## src/rtl/div_pkg.sv

```systemverilog
// Shared constants for the sequential divider: default operand width and
// the FSM state encoding used by seq_div.
package div_pkg;

  localparam int unsigned DIV_WIDTH_DEF = 32;

  typedef logic [1:0] state_t;

  localparam state_t ST_IDLE = 2'd0;
  localparam state_t ST_CALC = 2'd1;
  localparam state_t ST_FIX  = 2'd2;
  localparam state_t ST_DONE = 2'd3;

endpackage

```

## src/rtl/div_abs.sv

```systemverilog
// Conditional two's-complement negate. Used both to take operand magnitudes
// and to apply the sign correction to quotient and remainder.
module div_abs
  import div_pkg::*;
#(
  parameter int unsigned WIDTH = DIV_WIDTH_DEF
) (
  input  logic [WIDTH-1:0] val_i,
  input  logic             neg_i,
  output logic [WIDTH-1:0] res_o
);

  // Pass the value through, or its negation when neg_i is set.
  always_comb begin
    res_o = neg_i ? ('0 - val_i) : val_i;
  end

endmodule

```

## src/rtl/seq_div.sv

```systemverilog
// Multi-cycle non-restoring divider, signed or unsigned, one quotient bit per
// clock. Result is C = {remainder, quotient}; divide-by-zero short-circuits to
// DONE with quotient all-ones and the dividend as remainder.
module seq_div
  import div_pkg::*;
#(
  parameter int unsigned WIDTH = DIV_WIDTH_DEF
) (
  input  logic               clk,
  input  logic               clr,
  input  logic               start,
  input  logic               sgn,
  input  logic [WIDTH-1:0]   A,
  input  logic [WIDTH-1:0]   B,
  output logic               busy,
  output logic               done,
  output logic               dbz,
  output logic [2*WIDTH-1:0] C
);

  localparam int unsigned CW = $clog2(WIDTH) + 1;

  state_t               state_q, state_d;
  logic [CW-1:0]        cnt_q, cnt_d;
  logic [WIDTH:0]       r_q, r_d;      // signed partial remainder, one extra bit
  logic [WIDTH-1:0]     q_q, q_d;
  logic [WIDTH-1:0]     m_q, m_d;      // divisor magnitude
  logic                 sa_q, sa_d;    // dividend was negative (signed mode)
  logic                 sb_q, sb_d;    // divisor was negative (signed mode)
  logic                 busy_q, busy_d;
  logic                 done_q, done_d;
  logic                 dbz_q, dbz_d;
  logic [2*WIDTH-1:0]   c_q, c_d;

  logic [WIDTH-1:0]     a_mag, b_mag;
  logic [WIDTH:0]       m_ext, r_sh, r_step;
  logic [WIDTH-1:0]     q_step;
  logic [WIDTH-1:0]     rem_mag, q_fix, r_fix;

  div_abs #(.WIDTH(WIDTH)) u_abs_a (
    .val_i (A),
    .neg_i (sgn & A[WIDTH-1]),
    .res_o (a_mag)
  );

  div_abs #(.WIDTH(WIDTH)) u_abs_b (
    .val_i (B),
    .neg_i (sgn & B[WIDTH-1]),
    .res_o (b_mag)
  );

  div_abs #(.WIDTH(WIDTH)) u_fix_q (
    .val_i (q_q),
    .neg_i (sa_q ^ sb_q),
    .res_o (q_fix)
  );

  div_abs #(.WIDTH(WIDTH)) u_fix_r (
    .val_i (rem_mag),
    .neg_i (sa_q),
    .res_o (r_fix)
  );

  // One non-restoring step and the final remainder restore.
  // The shifted remainder may wrap in WIDTH+1 bits, but the add/sub result
  // always lands in [-M, M), and the direction is chosen from the pre-shift
  // sign, so the wrap is harmless. The restore keeps only the low WIDTH bits
  // because the corrected remainder is known to lie in [0, M).
  always_comb begin
    m_ext   = {1'b0, m_q};
    r_sh    = {r_q[WIDTH-1:0], q_q[WIDTH-1]};
    r_step  = r_q[WIDTH] ? (r_sh + m_ext) : (r_sh - m_ext);
    q_step  = {q_q[WIDTH-2:0], ~r_step[WIDTH]};
    rem_mag = r_q[WIDTH] ? (r_q[WIDTH-1:0] + m_q) : r_q[WIDTH-1:0];
  end

  // Next-state and datapath control for IDLE/CALC/FIX/DONE.
  always_comb begin
    state_d = state_q;
    cnt_d   = cnt_q;
    r_d     = r_q;
    q_d     = q_q;
    m_d     = m_q;
    sa_d    = sa_q;
    sb_d    = sb_q;
    busy_d  = busy_q;
    done_d  = 1'b0;
    dbz_d   = dbz_q;
    c_d     = c_q;
    case (state_q)
      ST_IDLE: begin
        if (start) begin
          busy_d = 1'b1;
          if (B == '0) begin
            c_d     = {A, {WIDTH{1'b1}}};
            dbz_d   = 1'b1;
            done_d  = 1'b1;
            state_d = ST_DONE;
          end else begin
            r_d     = '0;
            q_d     = a_mag;
            m_d     = b_mag;
            sa_d    = sgn & A[WIDTH-1];
            sb_d    = sgn & B[WIDTH-1];
            cnt_d   = '0;
            state_d = ST_CALC;
          end
        end
      end
      ST_CALC: begin
        r_d   = r_step;
        q_d   = q_step;
        cnt_d = cnt_q + 1'b1;
        if (cnt_q == CW'(WIDTH - 1)) begin
          state_d = ST_FIX;
        end
      end
      ST_FIX: begin
        c_d     = {r_fix, q_fix};
        dbz_d   = 1'b0;
        done_d  = 1'b1;
        state_d = ST_DONE;
      end
      ST_DONE: begin
        busy_d  = 1'b0;
        state_d = ST_IDLE;
      end
      default: begin
        busy_d  = 1'b0;
        state_d = ST_IDLE;
      end
    endcase
  end

  // State and output registers with asynchronous clear.
  always_ff @(posedge clk or negedge clr) begin
    if (!clr) begin
      state_q <= ST_IDLE;
      cnt_q   <= '0;
      r_q     <= '0;
      q_q     <= '0;
      m_q     <= '0;
      sa_q    <= 1'b0;
      sb_q    <= 1'b0;
      busy_q  <= 1'b0;
      done_q  <= 1'b0;
      dbz_q   <= 1'b0;
      c_q     <= '0;
    end else begin
      state_q <= state_d;
      cnt_q   <= cnt_d;
      r_q     <= r_d;
      q_q     <= q_d;
      m_q     <= m_d;
      sa_q    <= sa_d;
      sb_q    <= sb_d;
      busy_q  <= busy_d;
      done_q  <= done_d;
      dbz_q   <= dbz_d;
      c_q     <= c_d;
    end
  end

  assign busy = busy_q;
  assign done = done_q;
  assign dbz  = dbz_q;
  assign C    = c_q;

endmodule
```

## config.mk

```make
export PLATFORM = sky130hd
export DESIGN_NAME = seq_div
export DESIGN_NICKNAME = d
export VERILOG_FILES = /design/src/rtl/div_pkg.sv /design/src/rtl/div_abs.sv /design/src/rtl/seq_div.sv
export SDC_FILE = /design/constraint.sdc
export NUM_CORES = 1
export LEC_CHECK = 0
export ABC_CLOCK_PERIOD_IN_PS = 7850
export BUFFER_PORTS_ARGS = -buffer_cell sky130_fd_sc_hd__buf_2
export CORE_ASPECT_RATIO = 0.7
export CORE_MARGIN = 1.5
export CORE_UTILIZATION = 45
export CTS_CLUSTER_DIAMETER = 120
export CTS_CLUSTER_SIZE = 28
export DETAILED_ROUTE_END_ITERATION = 8
export PLACE_DENSITY_LB_ADDON = 0.15
export SYNTH_ARGS = -nofsm -noshare
export SYNTH_HDL_FRONTEND = slang
export SYNTH_SLANG_ARGS = --single-unit
```

## constraint.sdc

```tcl
create_clock -name clk -period 7.85 [get_ports clk]
set_input_delay 1.1775 -clock clk [delete_from_list [all_inputs] [get_ports clk]]
set_output_delay 1.1775 -clock clk [all_outputs]
set_load 0.01 [all_outputs]
```

* Word-level counts from Yosys, hierarchy flattened *
Index checks and enable logic that the tools add are counted.

cells by class
  $add $sub $neg = 8
  multiply operators = 0
  divide/modulo/power cells = 0
  $lt $le $gt $ge = 0
  eq/ne operators = 8
  shifts and indexed selects = 0
  multiplexer cells = 30
  bitwise operators = 5
  reduce and logical (&&, ||, !) cells = 10

operators by type and width
  cell                                                                   count
  32-bit two-way mux                                                     7
  64-bit two-way mux                                                     2
  64-bit case mux with 2 select lines                                    1
  1-bit by 32-bit subtractor with 32-bit output, first input constant    4
  33-bit two-way mux                                                     3
  33-bit case mux with 2 select lines                                    1
  32-bit case mux with 2 select lines                                    1
  33-bit by 32-bit adder with 33-bit output                              1
  33-bit by 32-bit subtractor with 33-bit output                         1
  32-bit adder                                                           1
  32-bit zero test                                                       1
  6-bit two-way mux                                                      2
  6-bit case mux with 2 select lines                                     1
  3-bit AND reduction                                                    3
  2-bit inequality test, second input constant                           4
  2-bit case mux with 4 select lines                                     1
  6-bit by 1-bit adder with 6-bit output, second input constant          1
  6-bit by 5-bit equality test with 1-bit output, second input constant  1
  2-bit two-way mux                                                      3
  1-bit case mux with 2 select lines                                     3
  2-bit nonzero test                                                     3
  1-bit two-way mux                                                      5
  2-bit equality test, second input constant                             2
  2-bit AND reduction                                                    2
  other kinds (5)                                                        7

word-level totals
  register bits = 174
  bits in latches = 0
  RAM bits = 0
  bits in read-only memories = 0
  input port bits = 68
  output and inout port bits = 67
  logic and storage cells = 72
  memories = 0

* Longest topological paths before layout *
  depth in word-level cells = 5
  depth in mapped cells = 21
  gate-level depth less buffers = 19

* Cells and area by module *
From an unflattened synthesis, not the netlist that was laid out.

unflattened totals
  cells, all modules = 1656
  area, all modules = 14528.9 µm²

by module, submodules not included
  module   instances  cells an instance  area each (µm²)  seq. area each (µm²)
  seq_div  1          1224               11461.0          4354.2
  div_abs  4          108                767.0            0.0

* Worst setup path after synthesis *
OpenSTA, ideal clock, no wires.

  path type = register to register
  start = register r_q[32]
  end = register r_q[32]
  setup time = 121 ps
  data arrival time = 4804 ps
  data required time = 7729 ps
  path slack = 2925 ps
  cell stages (with the launch flop) = 22
  path buffers = 7
  clock period less this slack = 4925 ps
  cell sequence = dfrtp_1 -> clkbuf_1 -> clkbuf_1 -> buf_1 -> clkbuf_1 -> clkbuf_1 -> buf_1 -> buf_1 -> mux2_2 -> inv_1 -> fa_1 -> nor2b_1 -> o21ai_0 -> a21oi_1 -> a41oi_1 -> a31oi_1 -> a21oi_1 -> a21oi_1 -> a21o_1 -> a21o_1 -> xnor2_1 -> a22o_1

on the way
  word-level cells in the longest chain between the ends = 2

RTL lines
  element                              line            source
  start, declared                      seq_div.sv:25   logic [WIDTH:0] r_q, r_d;
  start signal, assigned               seq_div.sv:152  r_q <= r_d;
  33-bit two-way mux                   seq_div.sv:72   r_step = r_q[WIDTH] ? (r_sh + m_ext) : (r_sh - m_ext);
  33-bit case mux with 2 select lines  seq_div.sv:90   case (state_q)

Every way passes these cells.
A chain may end at the register's enable or synchronous reset.

* Final worst setup path *
  start = input B[16]
  end = register c_q[32], in the netlist C[32]

on the way
  word-level cells in the longest chain between the ends = 3

RTL lines
  element                          line            source
  start, declared                  seq_div.sv:14   input logic [WIDTH-1:0] B,
  32-bit zero test                 seq_div.sv:94   if (B == '0) begin
  2-bit inequality test (no line)  n/a
  3-bit AND reduction (no line)    n/a
  end signal, assigned             seq_div.sv:148  c_q <= '0;
  end signal, assigned             seq_div.sv:160  c_q <= c_d;
  end, declared                    seq_div.sv:33   logic [2*WIDTH-1:0] c_q, c_d;

Every way passes these cells.

==> results_dict.tcl <==
set metrics [dict create \
    cp-end-kind "register" \
    syn_area_per_cell_sq_um 7.93 \
    worst-r2r-cell-count 13 \
    slew_headroom 0.201 \
    p_per_area_mw_per_mm2 507 \
    netlist_area_sq_mm 0.0141 \
    vias 13700 \
    dp_hpwl_um 35300 \
    synth.distinct_cells 85 \
    cts_root_buffer "clkbuf_16" \
    synth_edf_count 0 \
    final_common_cell "nor2_1" \
    hold_buffers 0 \
    internal-power_mw 3.87 \
    dp_slack_ps 2420 \
    crit_start "B[16]" \
    wl_per_cell_um 20.1 \
    setup_viol 0 \
    post-route-drc-count 0 \
    crit_arrival_ps 5430 \
    slowest_stage "nand3_1" \
    clock-sinks 174 \
    grt_usage 0.286 \
    drv_slew 0 \
    r2r_end "C[53]$_DFFE_PN0P_" \
    cp_cell_sequence "buf_2 -> or4_1 -> or3_1 -> nor3_1 -> nand3_1 -> nor3_1 -> nand3_1 -> buf_4 -> o21ai_4 -> buf_4 -> mux2_2" \
    setup.worst_path.start_class "input pin" \
    worst_pin_slew_ps 1180 \
    cpLargestDelayFamily "simple AND/OR/NAND/NOR gates" \
    seqPwrFrac 0.234 \
    dp_cells 2267 \
    ant_nets 0 \
    fin_crit_sh 0.648 \
    insertion_delay_ps 460 \
    grt_overflow 0 \
    post_cts_buffers 0 \
    rsz0062_at_grt "no" \
    fp.coreArea_sq_mm 0.0310 \
    fin_ws_ps 2770 \
    rows 54 \
    initial_utilization 0.456 \
    min_to "dbz$_DFFE_PN0P_" \
    clock.fmax_ghz 0.197 \
    crit_cells 11 \
    first_pass_iters 5 \
    viasPerCell 5.96 \
    criticalPathCategory "input pin to register" \
    cts_tree "done" \
    syn2layout_area_growth_pct 11.9 \
    worst-path-buf-inv 3 \
    die_w_um 215 \
    layout-drive-gt1-share 0.119 \
    clk_pin_slew_worst_paths_ps 80 \
    timing.clock.skew_ps 9.21 \
    synth_cells 1783 \
    antenna_found_initial 2 \
    io_pins 135 \
    die_area_sq_mm 0.0325 \
    vdd_ir_drop_max_v 0.000237 \
    power.combinational.fraction 0.651 \
    fin_crit_ps 5080 \
    routed_wl_um 46200 \
    ys_ff_latch 174 \
    ys_seq_area_frac 0.308 \
    die_h_um 151 \
    slowest_delay_ps 610 \
    synth.net_count 1926 \
    min_path_cells 2 \
    synth-main-ff-cell "dfrtp_1" \
    first_global_vias 12400 \
    postSynth.asyncResetShare 1.00 \
    critPathMaxFanout 48 \
    port_buffers 134 \
    tns_ps 0 \
    p_sw_mw 4.15 \
    ctsResizeCount 0 \
    diodes 0 \
    final_cell_mix "207 x nor2_1, 183 x nand2_1, 183 x a21oi_1" \
    clockPowerShare 0.115 \
    first_iter_violations 1277 \
    outcome "completed" \
    clk_path_buf_depth 2 \
    synth_warnings 0 \
    switching_share 0.517 \
    place.gp.congestion 0.926 \
    grt_pass1_wl_um 71800 \
    grt_max_degree 78 \
    fin_cells 2299 \
    maxCapViolations 0 \
    leakage_nw 6.88 \
    hold_class "register to register" \
    finalNetCount 2009 \
    worstReg2RegStart "m_q[0]$_DFFE_PN0P_" \
    worstPathRequired_ps 8190 \
    hp-start "dbz$_DFFE_PN0P_" \
    r2r_setup_slack_ps 2780 \
    htree_levels 4 \
    hold_violations 0 \
    cts_made_buffers 17 \
]
==> kinds of logic (layout without fill, tap and decap cells) <==
kind of cell / count (synthesis) / in the layout / synth area share
AOI/OAI and AO/OA: 562 / 562 / 0.247
and+or+nand+nor: 595 / 595 / 0.192
adders and majority gates: 75 / 75 / 0.0674
DFF: 174 / 174 / 0.308
muxes: 34 / 34 / 0.0252
xor gates and xnor gates: 195 / 195 / 0.121
buffers and inverters: 148 / 244 / 0.0395
==> sequential cells by signal, indices dropped and copies added (netlist names) <==
signal and count:
cnt_q 6, busy 1, r_q 33, done 1, C 64, sb_q 1, state_q 2, m_q 32
q_q 32, sa_q 1, dbz 1
==> power groups by stage <==
| stage | clock network [mW] | registers [mW] | logic [mW] |
|---|---|---|---|
| after CTS | 0.935 | 1.87 | 5.18 |
| after global placement | 0 | 1.87 | 5.05 |
| after floorplan | 0 | 1.74 | 3.84 |
| after detailed placement | 0 | 1.88 | 5.14 |
| after global routing | 0.970 | 1.94 | 5.84 |
| final | 0.919 | 1.88 | 5.22 |
==> worst max path at each step <==
stage,to,slack (ps)
finish,C[32]$_DFFE_PN0P_,2770
global route,r_q[29]$_DFFE_PN0P_,2470
CTS,C[53]$_DFFE_PN0P_,2850
detailed placement,C[32]$_DFFE_PN0P_,2420
global placement,C[39]$_DFFE_PN0P_,2670
floorplan,r_q[32]$_DFFE_PN0P_,2930
==> worst min-delay path, stage by stage, from the launching register on <==
cell and delay, ps:
dfrtp_1 350, nor2_1 50, nor2_1 70
==> stage by stage <==
step | hold slack [ps] | total power, mW | util | area [sq um]
3_3_place_gp | 486 | 6.93 | 0.490 | 15200
2_1_floorplan | 465 | 5.57 | - | 14100
4_1_cts | 514 | 7.98 | 0.510 | 15800
5_1_grt | 536 | 8.75 | 0.510 | 15800
6_report | 508 | 8.02 | 0.510 | 15800
3_5_place_dp | 496 | 7.02 | 0.490 | 15200
==> final cells by class <==
class | instances | area, sq um
fillers | 2968 | 15200
repair buffers | 154 | 827
flip-flops and latches | 174 | 4360
multi-input cells | 1461 | 9280
clock inverters | 15 | 195
inverters | 58 | 218
well taps | 420 | 526
clock buffers | 17 | 425
==> routing by layer <==
metal / vias to the layer above / global-route usage / wire [um]
li1: 6597 / - / -
met5: - / 0 / 17
met3: 58 / 0.0851 / 4250
met1: 6566 / 0.419 / 22300
met4: 4 / 0.0708 / 723
met2: 471 / 0.406 / 18900
==> cell usage after synthesis (23+ instances only) <==
| cell type | instances | area (sq um) |
|---|---|---|
| clkbuf_1 | 73 | 274 |
| xnor2_1 | 96 | 841 |
| o31ai_1 | 36 | 270 |
| dfrtp_1 | 174 | 4350 |
| a21o_1 | 23 | 173 |
| inv_1 | 55 | 206 |
| a21oi_1 | 184 | 921 |
| mux2i_1 | 24 | 240 |
| o21ai_0 | 143 | 716 |
| nand2_1 | 183 | 687 |
| nand3_1 | 35 | 175 |
| ha_1 | 73 | 913 |
| xor2_1 | 99 | 867 |
| o22ai_1 | 29 | 181 |
| nor2_1 | 207 | 777 |
| nor3_1 | 45 | 225 |
No activity file was read; power rests on OpenSTA's default activity.
